## src/rtl/pwm_conv_pkg.sv

```systemverilog
// Shared state encoding and mode constants for the multi-channel PWM/PPM converter.
package pwm_conv_pkg;

    typedef enum logic [1:0] {
        IDLE  = 2'd0,
        PRIME = 2'd1,
        RUN   = 2'd2
    } conv_state_e;

    localparam logic MODE_PPM = 1'b0;
    localparam logic MODE_PWM = 1'b1;

endpackage

```

## src/rtl/pwm_chan_conv.sv

```systemverilog
// One converter channel: counts high cycles per frame, latches a saturated width,
// and regenerates a PPM pulse or PWM level from the previous frame's width.
module pwm_chan_conv
    import pwm_conv_pkg::*;
#(
    parameter int FRAME_LEN = 16,
    parameter int CNT_W     = 5,
    parameter int PULSE_LEN = 1
) (
    input  logic             clk,
    input  logic             rst_n,
    input  logic             clr,
    input  logic             active,
    input  logic             wrap,
    input  logic             out_en,
    input  logic             sample,
    input  logic             mode,
    input  logic [CNT_W-1:0] slot,
    output logic [CNT_W-1:0] width,
    output logic             overflow,
    output logic             pulse
);

    localparam logic [CNT_W-1:0] FULL_W = CNT_W'(FRAME_LEN);
    localparam logic [CNT_W-1:0] MAX_W  = CNT_W'(FRAME_LEN - 1);

    logic [CNT_W-1:0] acc_r;
    logic [CNT_W-1:0] width_r;
    logic [CNT_W-1:0] sum_s;
    logic [CNT_W:0]   pulse_end_s;
    logic             ovf_r;
    logic             pulse_r;
    logic             pulse_next_s;

    // The wrap-slot sample belongs to the frame being closed, so fold it in here.
    assign sum_s       = acc_r + {{(CNT_W-1){1'b0}}, sample};
    assign pulse_end_s = {1'b0, width_r} + (CNT_W+1)'(PULSE_LEN - 1);

    // High-cycle accumulator, restarted at every frame wrap.
    always_ff @(posedge clk or negedge rst_n) begin
        if (!rst_n) begin
            acc_r <= '0;
        end else if (clr || wrap) begin
            acc_r <= '0;
        end else if (active && sample) begin
            acc_r <= acc_r + CNT_W'(1);
        end else begin
            acc_r <= acc_r;
        end
    end

    // Width and overflow latch at the frame boundary.
    always_ff @(posedge clk or negedge rst_n) begin
        if (!rst_n) begin
            width_r <= '0;
            ovf_r   <= 1'b0;
        end else if (clr) begin
            width_r <= '0;
            ovf_r   <= 1'b0;
        end else if (wrap) begin
            if (sum_s == FULL_W) begin
                width_r <= MAX_W;
                ovf_r   <= 1'b1;
            end else begin
                width_r <= sum_s;
                ovf_r   <= 1'b0;
            end
        end else begin
            width_r <= width_r;
            ovf_r   <= ovf_r;
        end
    end

    // Output shape for the current slot; truncation at the frame end is implicit.
    always_comb begin
        pulse_next_s = 1'b0;
        if (!out_en) begin
            pulse_next_s = 1'b0;
        end else if (mode == MODE_PPM) begin
            pulse_next_s = (width_r != '0) && (slot >= width_r) && ({1'b0, slot} <= pulse_end_s);
        end else begin
            pulse_next_s = (slot < width_r);
        end
    end

    // Registered output, one cycle behind the slot it was computed for.
    always_ff @(posedge clk or negedge rst_n) begin
        if (!rst_n) begin
            pulse_r <= 1'b0;
        end else begin
            pulse_r <= pulse_next_s;
        end
    end

    assign width    = width_r;
    assign overflow = ovf_r;
    assign pulse    = pulse_r;

endmodule

```

## src/rtl/pwm_ppm_converter_mc.sv

```systemverilog
// Multi-channel PWM measurement and PPM/PWM regeneration with a shared frame slot
// counter and IDLE/PRIME/RUN sequencing.
module pwm_ppm_converter_mc
    import pwm_conv_pkg::*;
#(
    parameter int NUM_CH    = 4,
    parameter int FRAME_LEN = 16,
    parameter int CNT_W     = 5,
    parameter int PULSE_LEN = 1
) (
    input  logic                    ClkFast,
    input  logic                    RstN,
    input  logic                    Enable,
    input  logic                    Mode,
    input  logic [NUM_CH-1:0]       PwmIn,
    output logic [NUM_CH-1:0]       PpmOut,
    output logic                    FrameStrobe,
    output logic [NUM_CH*CNT_W-1:0] Width,
    output logic                    Valid,
    output logic [NUM_CH-1:0]       Overflow
);

    localparam logic [CNT_W-1:0] LAST_SLOT = CNT_W'(FRAME_LEN - 1);

    conv_state_e       state_r;
    conv_state_e       state_next_s;
    logic [CNT_W-1:0]  slot_r;
    logic [CNT_W-1:0]  slot_next_s;
    logic [NUM_CH-1:0] pwm_in_r;
    logic              mode_r;
    logic              valid_r;
    logic              strobe_r;
    logic              active_s;
    logic              wrap_s;
    logic              clr_s;
    logic              out_en_s;

    assign active_s = (state_r != IDLE);
    assign wrap_s   = active_s && (slot_r == LAST_SLOT);
    assign clr_s    = (state_next_s == IDLE);
    assign out_en_s = (state_r == RUN) && (state_next_s == RUN);

    // Sequencing and slot look-ahead; dropping Enable returns to IDLE from any state.
    always_comb begin
        state_next_s = state_r;
        slot_next_s  = slot_r;
        case (state_r)
            IDLE: begin
                if (Enable) begin
                    state_next_s = PRIME;
                end else begin
                    state_next_s = IDLE;
                end
            end
            PRIME: begin
                if (!Enable) begin
                    state_next_s = IDLE;
                end else if (wrap_s) begin
                    state_next_s = RUN;
                end else begin
                    state_next_s = PRIME;
                end
            end
            RUN: begin
                if (!Enable) begin
                    state_next_s = IDLE;
                end else begin
                    state_next_s = RUN;
                end
            end
            default: state_next_s = IDLE;
        endcase
        if ((state_next_s == IDLE) || (state_r == IDLE) || wrap_s) begin
            slot_next_s = '0;
        end else begin
            slot_next_s = slot_r + CNT_W'(1);
        end
    end

    // Shared frame registers; strobe and valid are precomputed so they are registered.
    always_ff @(posedge ClkFast or negedge RstN) begin
        if (!RstN) begin
            state_r  <= IDLE;
            slot_r   <= '0;
            pwm_in_r <= '0;
            mode_r   <= MODE_PPM;
            valid_r  <= 1'b0;
            strobe_r <= 1'b0;
        end else begin
            state_r  <= state_next_s;
            slot_r   <= slot_next_s;
            pwm_in_r <= PwmIn;
            mode_r   <= wrap_s ? Mode : mode_r;
            valid_r  <= (state_next_s == RUN);
            strobe_r <= (state_next_s != IDLE) && (slot_next_s == '0);
        end
    end

    for (genvar k = 0; k < NUM_CH; k++) begin : g_chan
        pwm_chan_conv #(
            .FRAME_LEN (FRAME_LEN),
            .CNT_W     (CNT_W),
            .PULSE_LEN (PULSE_LEN)
        ) u_chan (
            .clk      (ClkFast),
            .rst_n    (RstN),
            .clr      (clr_s),
            .active   (active_s),
            .wrap     (wrap_s),
            .out_en   (out_en_s),
            .sample   (pwm_in_r[k]),
            .mode     (mode_r),
            .slot     (slot_r),
            .width    (Width[k*CNT_W +: CNT_W]),
            .overflow (Overflow[k]),
            .pulse    (PpmOut[k])
        );
    end

    assign Valid       = valid_r;
    assign FrameStrobe = strobe_r;

endmodule

```

## config.mk

```make
export PLATFORM = sky130hd
export DESIGN_NAME = pwm_ppm_converter_mc
export DESIGN_NICKNAME = d
export VERILOG_FILES = /design/src/rtl/pwm_conv_pkg.sv /design/src/rtl/pwm_chan_conv.sv /design/src/rtl/pwm_ppm_converter_mc.sv
export SDC_FILE = /design/constraint.sdc
export NUM_CORES = 1
export LEC_CHECK = 0
export ABC_AREA = 1
export CORE_MARGIN = 4
export CORE_UTILIZATION = 45
export DETAILED_ROUTE_END_ITERATION = 8
export GPL_ROUTABILITY_DRIVEN = 0
export GPL_TIMING_DRIVEN = 0
export PLACE_DENSITY = 0.66
export SETUP_SLACK_MARGIN = 0.5
export SYNTH_ARGS = -nofsm -noshare
export SYNTH_HDL_FRONTEND = slang
export SYNTH_SLANG_ARGS = --single-unit
```

## constraint.sdc

```tcl
create_clock -name ClkFast -period 2.2 [get_ports ClkFast]
set_input_delay 0.44 -clock ClkFast [delete_from_list [all_inputs] [get_ports ClkFast]]
set_output_delay 0.44 -clock ClkFast [all_outputs]
set_load 0.01 [all_outputs]
```

==> results of run 1 <==
## critical path, stage by stage (launching register included)
cell and delay, ps:
dfrtp_1 370, ha_2 200, nand2_2 80, nor2_4 110
ha_4 160, inv_4 40, nor2_4 100, nand2_4 130
buf_8 170, nor2_4 110, nand3_4 110, nand2_1 100
## what timing repair did
item                                    CTS  global route
resized for setup                        41            30
setup buffers                             8             3
endpoints found under the setup margin   69            42
pin swaps                                 6             6
cloned                                    1             1
## final timing paths
check / from / endpoint / slack, ps / cells after the start
min in group ClkFast: g_chan[0].u_chan.overflow / g_chan[0].u_chan.overflow / 480 / 2
worst max-delay path: slot_r[0] / g_chan[0].u_chan.width[0] / 450 / 11
worst min-delay path: RstN / mode_r / 190 / 1
worst min register to register: g_chan[0].u_chan.overflow / g_chan[0].u_chan.overflow / 480 / 2
worst max register to register: slot_r[0] / g_chan[0].u_chan.width[0] / 450 / 11
max in group asynchronous: RstN / slot_r[1] / 1460 / 1
## sequential cells by signal, indices dropped and copies added (netlist names), 2 cells and up
| register | cells |
|---|---|
| state_r | 2 |
| pwm_in_r | 4 |
| slot_r | 5 |
| g_chan.u_chan.acc_r | 20 |
| g_chan.u_chan.overflow | 4 |
| g_chan.u_chan.width | 20 |
| g_chan.u_chan.pulse | 4 |
## synth_stat cells
cell      instances  share of area (%)
nand3_2           1               0.27
a21oi_2           1               0.24
o21ai_0          23                3.1
nor2_2            5               0.85
buf_2             3               0.41
nand3_1          26                3.5
clkbuf_1          1               0.10
and3_1            1               0.17
o21ai_1           1               0.14
clkinv_1          2               0.20
o21bai_1          2               0.41
nor3b_1           1               0.20
inv_1            61                6.2
nand2_1         116                 12
nand4_1           8                1.4
nor2_1           56                5.7
and2_1            5               0.85
buf_4            10                2.0
nor2_4            2               0.61
dfrtp_1          62                 42
ha_1             34                 12
xnor2_1           5                1.2
a21oi_1          13                1.8
inv_2             3               0.31
xor2_1           13                3.1
nor3_1            9                1.2
nand2_2           1               0.17
## power groups by stage
stage               Clock, mW  Combinational, mW  Sequential, mW
finish                   1.12              0.203            1.17
global route             1.19              0.234            1.18
CTS                      1.15              0.186            1.17
detailed placement          0              0.175            1.20
global placement            0              0.170            1.20
floorplan                   0              0.105            1.19
## cell usage in the layout (no fill, tap or decap), types with 2 or more instances in the layout
| cell | instances |
|---|---|
| a21oi_1 | 13 |
| and2_1 | 4 |
| buf_4 | 20 |
| buf_8 | 2 |
| bufinv_16 | 2 |
| clkbuf_8 | 11 |
| clkdlybuf4s50_1 | 8 |
| clkinv_1 | 2 |
| clkinv_2 | 2 |
| dfrtp_1 | 59 |
| dfrtp_2 | 3 |
| dlygate4sd2_1 | 22 |
| dlymetal6s2s_1 | 6 |
| ha_1 | 32 |
| inv_1 | 59 |
| inv_2 | 2 |
| inv_4 | 2 |
| nand2_1 | 107 |
| nand2_2 | 7 |
| nand2_4 | 3 |
| nand3_1 | 24 |
| nand3_2 | 2 |
| nand4_1 | 8 |
| nor2_1 | 54 |
| nor2_2 | 4 |
| nor2_4 | 5 |
| nor3_1 | 8 |
| o21ai_0 | 18 |
| o21ai_1 | 6 |
| o21bai_1 | 2 |
| xnor2_1 | 5 |
| xor2_1 | 13 |
## metal layers
layer | up-vias | track usage [%] | part of all wire (%)
met5 | - | 0 | 0
met4 | 0 | 7.35 | 2.6
met3 | 15 | 4.14 | 4.0
met2 | 51 | 29.4 | 49
met1 | 1464 | 22.2 | 44
li1 | 1578 | - | -
## cell type report
| class | count | area [sq um] |
|---|---|---|
| buffer | 14 | 114 |
| clock buffer | 11 | 151 |
| clock inverter | 4 | 70.1 |
| fill | 710 | 3190 |
| inverter | 66 | 258 |
| multi-input combinational | 323 | 1880 |
| sequential | 62 | 1560 |
| tap | 102 | 128 |
| timing repair buffer | 50 | 503 |
## stage by stage
| step | util, % | hold slack [ps] | cell area, sq um |
|---|---|---|---|
| floorplan | - | 144 | 3680 |
| global placement | 53.3 | 466 | 4180 |
| detailed placement | 53.2 | 468 | 4180 |
| CTS | 57.6 | 215 | 4520 |
| global route | 59.4 | 254 | 4660 |
| finish | 59.4 | 186 | 4660 |
## cell families after synthesis
family                     Yosys count  share of synthesized area (%)
AOI/OAI and AO/OA                   40                           5.69
DFF                                 62                           42.3
and+or+nand+nor                    231                           26.9
buffers and inverters               80                           9.30
xor gates and xnor gates            18                           4.29
adders and majority gates           34                           11.6
==> run_results.csv, run 1 <==
group,metric,value,unit
run_status,outcome,"complete, no violations",
logic_synthesis,avgSynthCellArea,7.89,sq um
routing,drt_iter0_markers,125,
grt,grt_pass1_wl,13.7,mm
grt,grt_overflow_total,0,
critical_path,cp_max_fo,5,
grt,first_global_vias,2938,
clocking,clock_latency,340,ps
routing,wl_per_cell,13.3,microns
grt,antenna_found_initial,0,
cells_and_area,final_nets,568,
routing,via_count,3108,
logic_synthesis,syn_area,0.00367,sq mm
critical_path,crit_required,2480,ps
power,netSwitchingPower,0.576,mW
power,p_total,2.50,mW
routing,wl,8.42,mm
sta,tns,0,ps
cells_and_area,drive_gt1_share,14.5,%
placement,port_buffers,37,
placement,dp_slack,98.3,ps
floorplan,core_area,0.00785,sq mm
critical_path,arrival,2030,ps
floorplan,row_count,32,
sta,hold_violations,0,
routing,first_pass_iters,4,
critical_path,cp-end-kind,"register",
placement,dp_hpwl,5.90,mm
sta,rsz0062_at_grt,"true",
placement,dp.cells,604,
sta,worstMarginPinSlew,806,ps
logic_synthesis,synth_cells,465,
floorplan,die_x,98.3,microns
routing,routed_via_density,4.92,
floorplan,io_pins,38,
power,leakagePower,2.53,nW
floorplan,die_y,98.3,microns
logic_synthesis,synth_cell_types,27,
power,clockPowerShare,45.0,%
logic_synthesis,synth_fp_nets,507,
grt,grt_max_degree,63,
logic_synthesis,synth_seq_area_share,42.3,%
hold_path,hp-class,"in -> async",
clocking,hold_buffers,0,
routing,drc_errors,0,
floorplan,dieArea,0.00967,sq mm
clocking,clk_path_buf_depth,2,
clocking,numCtsBuffers,9,
sta,slew_violations,0,
critical_path,start_kind,"register",
sta,finClkSkew,7.09,ps
clocking,tritoncts,"built",
power,internal_power,1.93,mW
power,comb_power_share,8.1,%
sta,finalCritPeriodShare,79.6,%
floorplan,start_util,46.8,%
clocking,cts_sinks,62,
clocking,h-tree-depth,3,
clocking,clkTransAtPathRegs,70,ps
logic_synthesis,yosysWarnings,0,
cells_and_area,syn_to_final_growth,27.0,%
clocking,cts-root-buf,"clkbuf_8",
sta,fin_crit,1750,ps
sta,fmax,571,MHz
sta,max_slew_margin,46.3,%
power,swShare,23.0,%
power,vdd_drop_max,0.307,mV
sta,worst_slack,448,ps
routing,antenna_left,0,
cells_and_area,final_cells,632,
critical_path,criticalPathCategory,"reg -> reg",
logic_synthesis,synth_seq_cells,62,
power,power_density,537,mW/mm^2
cells_and_area,antenna_cells,0,
sta,setup_violations,0,
grt,grt_use_total,17.7,%
power,seqPwrFrac,46.9,%
run,maxCapViolations,0,
Power figures use the tool's default switching activity.
==> run 2, diff against run 1 <==
Settings changed: PLACE_DENSITY 0.66 to 0.68.
Clock period 2.2 ns to 1.5 ns, I/O delays scaled along.
==> run 2 against run 1 <==
Die area is the same. Wire length up 5.6%. Non-clock buffer count grew 20. Hold slack worse by 140 ps. Clock power grew 9.8%. Cell count grew 3.0%. The flow now finishes with violations (negative setup slack). Sequential share of layout area decreased by 2.2 points. Via count up 5.4%. Cell area increased by 7.3%. Largest power group unchanged. Critical endpoint is now g_chan[0].u_chan.acc_r[2]. Clock skew decreased by 2.7 ps.
==> run_results.csv, run 2 (synthesis gave the netlist of run 1 again) <==
group,metric,value,unit
critical_path,r2r-start,"slot_r[0]",
floorplan,core_area,0.00785,sq mm
critical_path,critPathMaxStageDelay,390,ps
routing,drc_errors,0,
routing,routed_via_density,5.03,
clocking,clkTransAtPathRegs,60,ps
run_status,outcome,"finished, violations left",
floorplan,row_count,32,
hold_path,hp-class,"in -> async",
grt,first_global_vias,3188,
floorplan,die_x,98.3,microns
clocking,clk_path_buf_depth,2,
critical_path,start_kind,"register",
routing,wl,8.89,mm
critical_path,worst-path-buf-inv,4,
critical_path,slowest_stage,"dfrtp_1",
placement,place_area,0.00425,sq mm
floorplan,io_pins,38,
critical_path,arrival,1980,ps
sta,hold_violations,0,
floorplan,start_util,46.8,%
grt,grt_pass1_wl,15.1,mm
power,p_total,3.33,mW
power,power_density,665,mW/mm^2
critical_path,worst_r2r_endpoint,"g_chan[0].u_chan.acc_r[2]",
sta,finalCritPeriodShare,116,%
floorplan,die_y,98.3,microns
clocking,hold_buffers,0,
critical_path,path_cells,"ha_4 -> nand2_4 -> nor2_4 -> ha_4 -> nand2_2 -> nand2_4 -> inv_8 -> buf_6 -> buf_8 -> buf_4 -> o21ai_2 -> a21oi_1",
placement,dp_hpwl,5.71,mm
power,vdd_drop_max,0.510,mV
placement,port_buffers,37,
sta,max_slew_margin,47.4,%
cells_and_area,final_cells,651,
placement,dp.cells,604,
run_status,violations,"negative setup slack",
critical_path,criticalPathCategory,"reg -> reg",
sta,rsz0062_at_grt,"true",
sta,whs,43.1,ps
grt,grt_use_total,19.4,%
critical_path,cp-end-kind,"register",
critical_path,critical-path-top-delay-family,"buffers and inverters",
floorplan,dieArea,0.00967,sq mm
routing,via_count,3275,
sta,slew_violations,0,
clocking,clock_latency,340,ps
sta,fmax,574,MHz
critical_path,crit_required,1730,ps
routing,drt_iter0_markers,199,
critical_path,ff2ff_path_depth,12,
cells_and_area,finish.instance_area,0.00500,sq mm
cells_and_area,layout_common_cells,"100 x nand2_1, 56 x dfrtp_1, 55 x inv_1",
routing,first_pass_iters,4,
clocking,numCtsBuffers,9,
sta,fin_crit,1740,ps
sta,worstMarginPinSlew,789,ps
clocking,tritoncts,"built",
sta,finClkSkew,4.39,ps
critical_path,cp_max_fo,5,
sta,setup_violations,43,
grt,antenna_found_initial,0,
cells_and_area,final_util,63.8,%
critical_path,ff2ff_setup_slack,-240,ps
cells_and_area,final_nets,588,
cells_and_area,antenna_cells,0,
clocking,h-tree-depth,3,
clocking,cts-root-buf,"clkbuf_8",
cells_and_area,fillers,662,
cells_and_area,drive_gt1_share,30.8,%
grt,grt_overflow_total,0,
cells_and_area,syn_to_final_growth,36.3,%
grt,grt_max_degree,63,
run,maxCapViolations,0,
power,leakagePower,2.50,nW
routing,antenna_left,0,
sta,worst_slack,-244,ps
cells_and_area,final_common_cell,"nand2_1",
routing,wl_per_cell,13.7,microns
clocking,cts_sinks,62,
critical_path,worstSetupPathDepth,12,
## run 2: cell count changes in the layout (fill, tap and decap cells not counted), sizes merged
| cell | change |
|---|---|
| clkinvlp | +2 |
| bufinv | -2 |
| inv | -1 |
| clkinv | -1 |
| clkbuf | -1 |
| dlymetal6s2s | -6 |
| clkdlybuf4s50 | -2 |
| buf | +52 |
| dlygate4sd2 | -22 |
## run 2: worst max-delay path by stage
stage	startpoint	endpoint
3_3_place_gp	RstN	slot_r[4]
5_1_grt	slot_r[0]	g_chan[0].u_chan.width[0]
2_1_floorplan	slot_r[1]	g_chan[0].u_chan.overflow
4_1_cts	slot_r[1]	g_chan[2].u_chan.width[2]
6_report	slot_r[0]	g_chan[0].u_chan.acc_r[2]
3_5_place_dp	slot_r[1]	g_chan[2].u_chan.width[2]
## run 2: metal layers
metal / global-route usage (%) / vias up / part of all wire (%)
met5: 0 / - / 0
met4: 7.56 / 0 / 2.3
met3: 5.36 / 21 / 5.4
met2: 31.5 / 74 / 49
met1: 24.7 / 1552 / 43
li1: - / 1628 / -
## run 2: area by class of cell
cell class,count,area [sq um],area share (%)
Multi-Input combinational cell,323,2130,42.5
Sequential cell,62,1560,31.2
Timing Repair Buffer,70,608,12.2
Inverter,66,265,5.30
Buffer,14,161,3.23
Clock buffer,12,145,2.90
Tap cell,102,128,2.55
Clock inverter,2,10.0,0.200
## run 2: repair_timing
action	4_1_cts	5_1_grt
gates resized for setup	199	48
setup buffers	23	8
setup endpoints to repair	88	88
pin swaps	12	17
gates cloned	2	0
## run 2: power by group
part | internal (mW) | switching [mW] | total, mW
logic | 0.160 | 0.214 | 0.373
clock network | 0.621 | 0.610 | 1.23
registers | 1.70 | 0.0271 | 1.72
## run 2: per-stage QoR
| stage | setup slack (ps) | TNS, ps |
|---|---|---|
| after detailed placement | -580 | -23130 |
| after global placement | -2170 | -142050 |
| after floorplan | -171 | -4260 |
| final | -244 | -5700 |
| after global routing | -307 | -9380 |
| after CTS | -210 | -5430 |
==> run 3, diff against run 2 <==
Settings changed: CTS_CLUSTER_SIZE set to 20, PLACE_DENSITY 0.68 to 0.75.
==> run 3 against run 2 <==
The flow finishes with violations (negative hold slack, negative setup slack). Flip-flop and latch count unchanged. Sequential power is essentially flat. Total power increased by 4.5%.
==> run_results.csv, run 3 (synthesis gave the netlist of run 1 again) <==
group,metric,value,unit
run_status,outcome,"finished, violations left",
run_status,violations,"negative hold slack, negative setup slack",
routing,routed_via_density,5.10,
cells_and_area,final_nets,591,
cells_and_area,final_common_cell,"nand2_1",
power,leakagePower,2.51,nW
clocking,hold_buffers,0,
routing,via_count,3345,
routing,route.met2.wl,4.88,mm
routing,drc_errors,0,
power,seqPwrFrac,49.5,%
grt,grt_use_total,19.3,%
floorplan,dieArea,0.00967,sq mm
clocking,clock_latency,340,ps
placement,port_buffers,37,
clocking,tritoncts,"built",
power,vdd_drop_max,0.378,mV
routing,wl,9.52,mm
critical_path,arrival,2030,ps
sta,whs,-1.46,ps
cells_and_area,fillers,641,
clocking,numCtsBuffers,9,
clocking,clk_path_buf_depth,2,
critical_path,cp_max_fo,8,
power,swShare,25.8,%
routing,wl_per_cell,14.5,microns
placement,dp_slack,-593,ps
power,power_density,693,mW/mm^2
sta,finalCritPeriodShare,120,%
clocking,cts-root-buf,"clkbuf_8",
sta,worst_slack,-295,ps
routing,met1Wirelength,4.03,mm
floorplan,row_count,32,
cells_and_area,syn_to_final_growth,36.7,%
floorplan,die_x,98.3,microns
routing,drt_iter0_markers,113,
floorplan,io_pins,38,
sta,hold_violations,1,
placement,place_area,0.00426,sq mm
clocking,clkTransAtPathRegs,70,ps
sta,fin_crit,1790,ps
grt,grt_max_degree,34,
floorplan,start_util,46.8,%
critical_path,crit_required,1730,ps
sta,tns,-9420,ps
cells_and_area,layout_common_cells,"106 x nand2_1, 58 x dfrtp_1, 55 x inv_1",
critical_path,start_kind,"register",
sta,fmax,557,MHz
power,comb_power_share,10.5,%
run,maxCapViolations,0,
clocking,h-tree-depth,3,
routing,wl_met3,425,microns
floorplan,die_y,98.3,microns
critical_path,criticalPathCategory,"reg -> reg",
cells_and_area,drive_gt1_share,29.1,%
clocking,cts_sinks,62,
power,clockPowerShare,40.0,%
grt,antenna_found_initial,0,
grt,grt_overflow_total,0,
cells_and_area,finish.instance_area,0.00502,sq mm
grt,grt_pass1_wl,15.1,mm
grt,first_global_vias,3282,
sta,max_slew_margin,53.8,%
floorplan,core_area,0.00785,sq mm
power,internal_power,2.58,mW
power,netSwitchingPower,0.896,mW
hold_path,hp-class,"in -> async",
sta,rsz0062_at_grt,"true",
sta,setup_violations,53,
sta,finClkSkew,6.80,ps
sta,slew_violations,0,
critical_path,cp-end-kind,"register",
routing,first_pass_iters,4,
sta,worstMarginPinSlew,693,ps
routing,top_layer,"met4",
placement,dp_hpwl,5.98,mm
routing,antenna_left,0,
cells_and_area,final_util,64.0,%
cells_and_area,antenna_cells,0,
## run 3: power groups by stage
stage / clock network (mW) / logic [mW] / registers, mW
floorplan: 0 / 0.157 / 1.75
global placement: 0 / 0.251 / 1.75
detailed placement: 0 / 0.264 / 1.75
CTS: 1.42 / 0.316 / 1.72
global route: 1.49 / 0.407 / 1.72
finish: 1.39 / 0.366 / 1.72
## run 3: what timing repair did
item | CTS | global route
endpoints found under the hold margin | 0 | 0
setup endpoints to repair | 88 | 88
gates resized for setup | 179 | 40
cloned | 1 | 0
pin swaps | 14 | 12
setup buffers | 21 | 13
## run 3: per-stage QoR
| step | instances | power [mW] |
|---|---|---|
| 3_5_place_dp | 605 | 2.02 |
| 5_1_grt | 656 | 3.62 |
| 6_report | 656 | 3.48 |
| 2_1_floorplan | 465 | 1.91 |
| 3_3_place_gp | 604 | 2.01 |
| 4_1_cts | 643 | 3.45 |
## run 3: path summary, 6_finish.rpt
path                                           startpoint  slack [ps]                         to  cells after the start
worst max-delay path                            slot_r[0]        -290  g_chan[2].u_chan.width[1]                     12
min in group ClkFast                             PwmIn[2]         390                pwm_in_r[2]                      1
worst max register to register                  slot_r[0]        -290  g_chan[2].u_chan.width[1]                     12
max in group asynchronous                            RstN         850                  slot_r[2]                      2
worst min-delay path                                 RstN          -1                pwm_in_r[2]                      1
worst min register to register  g_chan[0].u_chan.overflow         530  g_chan[0].u_chan.overflow                      2
## run 3: layout make-up
type | instances | area, sq um | area share (%)
flip-flops and latches | 62 | 1560 | 31.0
repair buffers | 73 | 623 | 12.4
multi-input cells | 323 | 2100 | 41.8
inverters | 66 | 260 | 5.18
clock inverters | 3 | 17.5 | 0.349
clock buffers | 13 | 169 | 3.36
well taps | 102 | 128 | 2.54
plain buffers | 14 | 169 | 3.36
## run 3: per-layer routing
metal / global-route usage [%] / vias to the layer above
li1: - / 1640
met1: 23.0 / 1615
met2: 33.2 / 74
met3: 3.36 / 16
met4: 9.77 / 0
met5: 0 / -
## run 3: worst max-delay path, stage by stage (launching register included)
cell        delay, ps
dfrtp_1           420
ha_4              190
nand2_4            60
nor2_2             40
ha_2              200
inv_2              80
nor2_4             50
nand2_4           120
clkinvlp_4        220
nand2_1           140
o21ai_1            70
inv_1              60
nand2_1            50
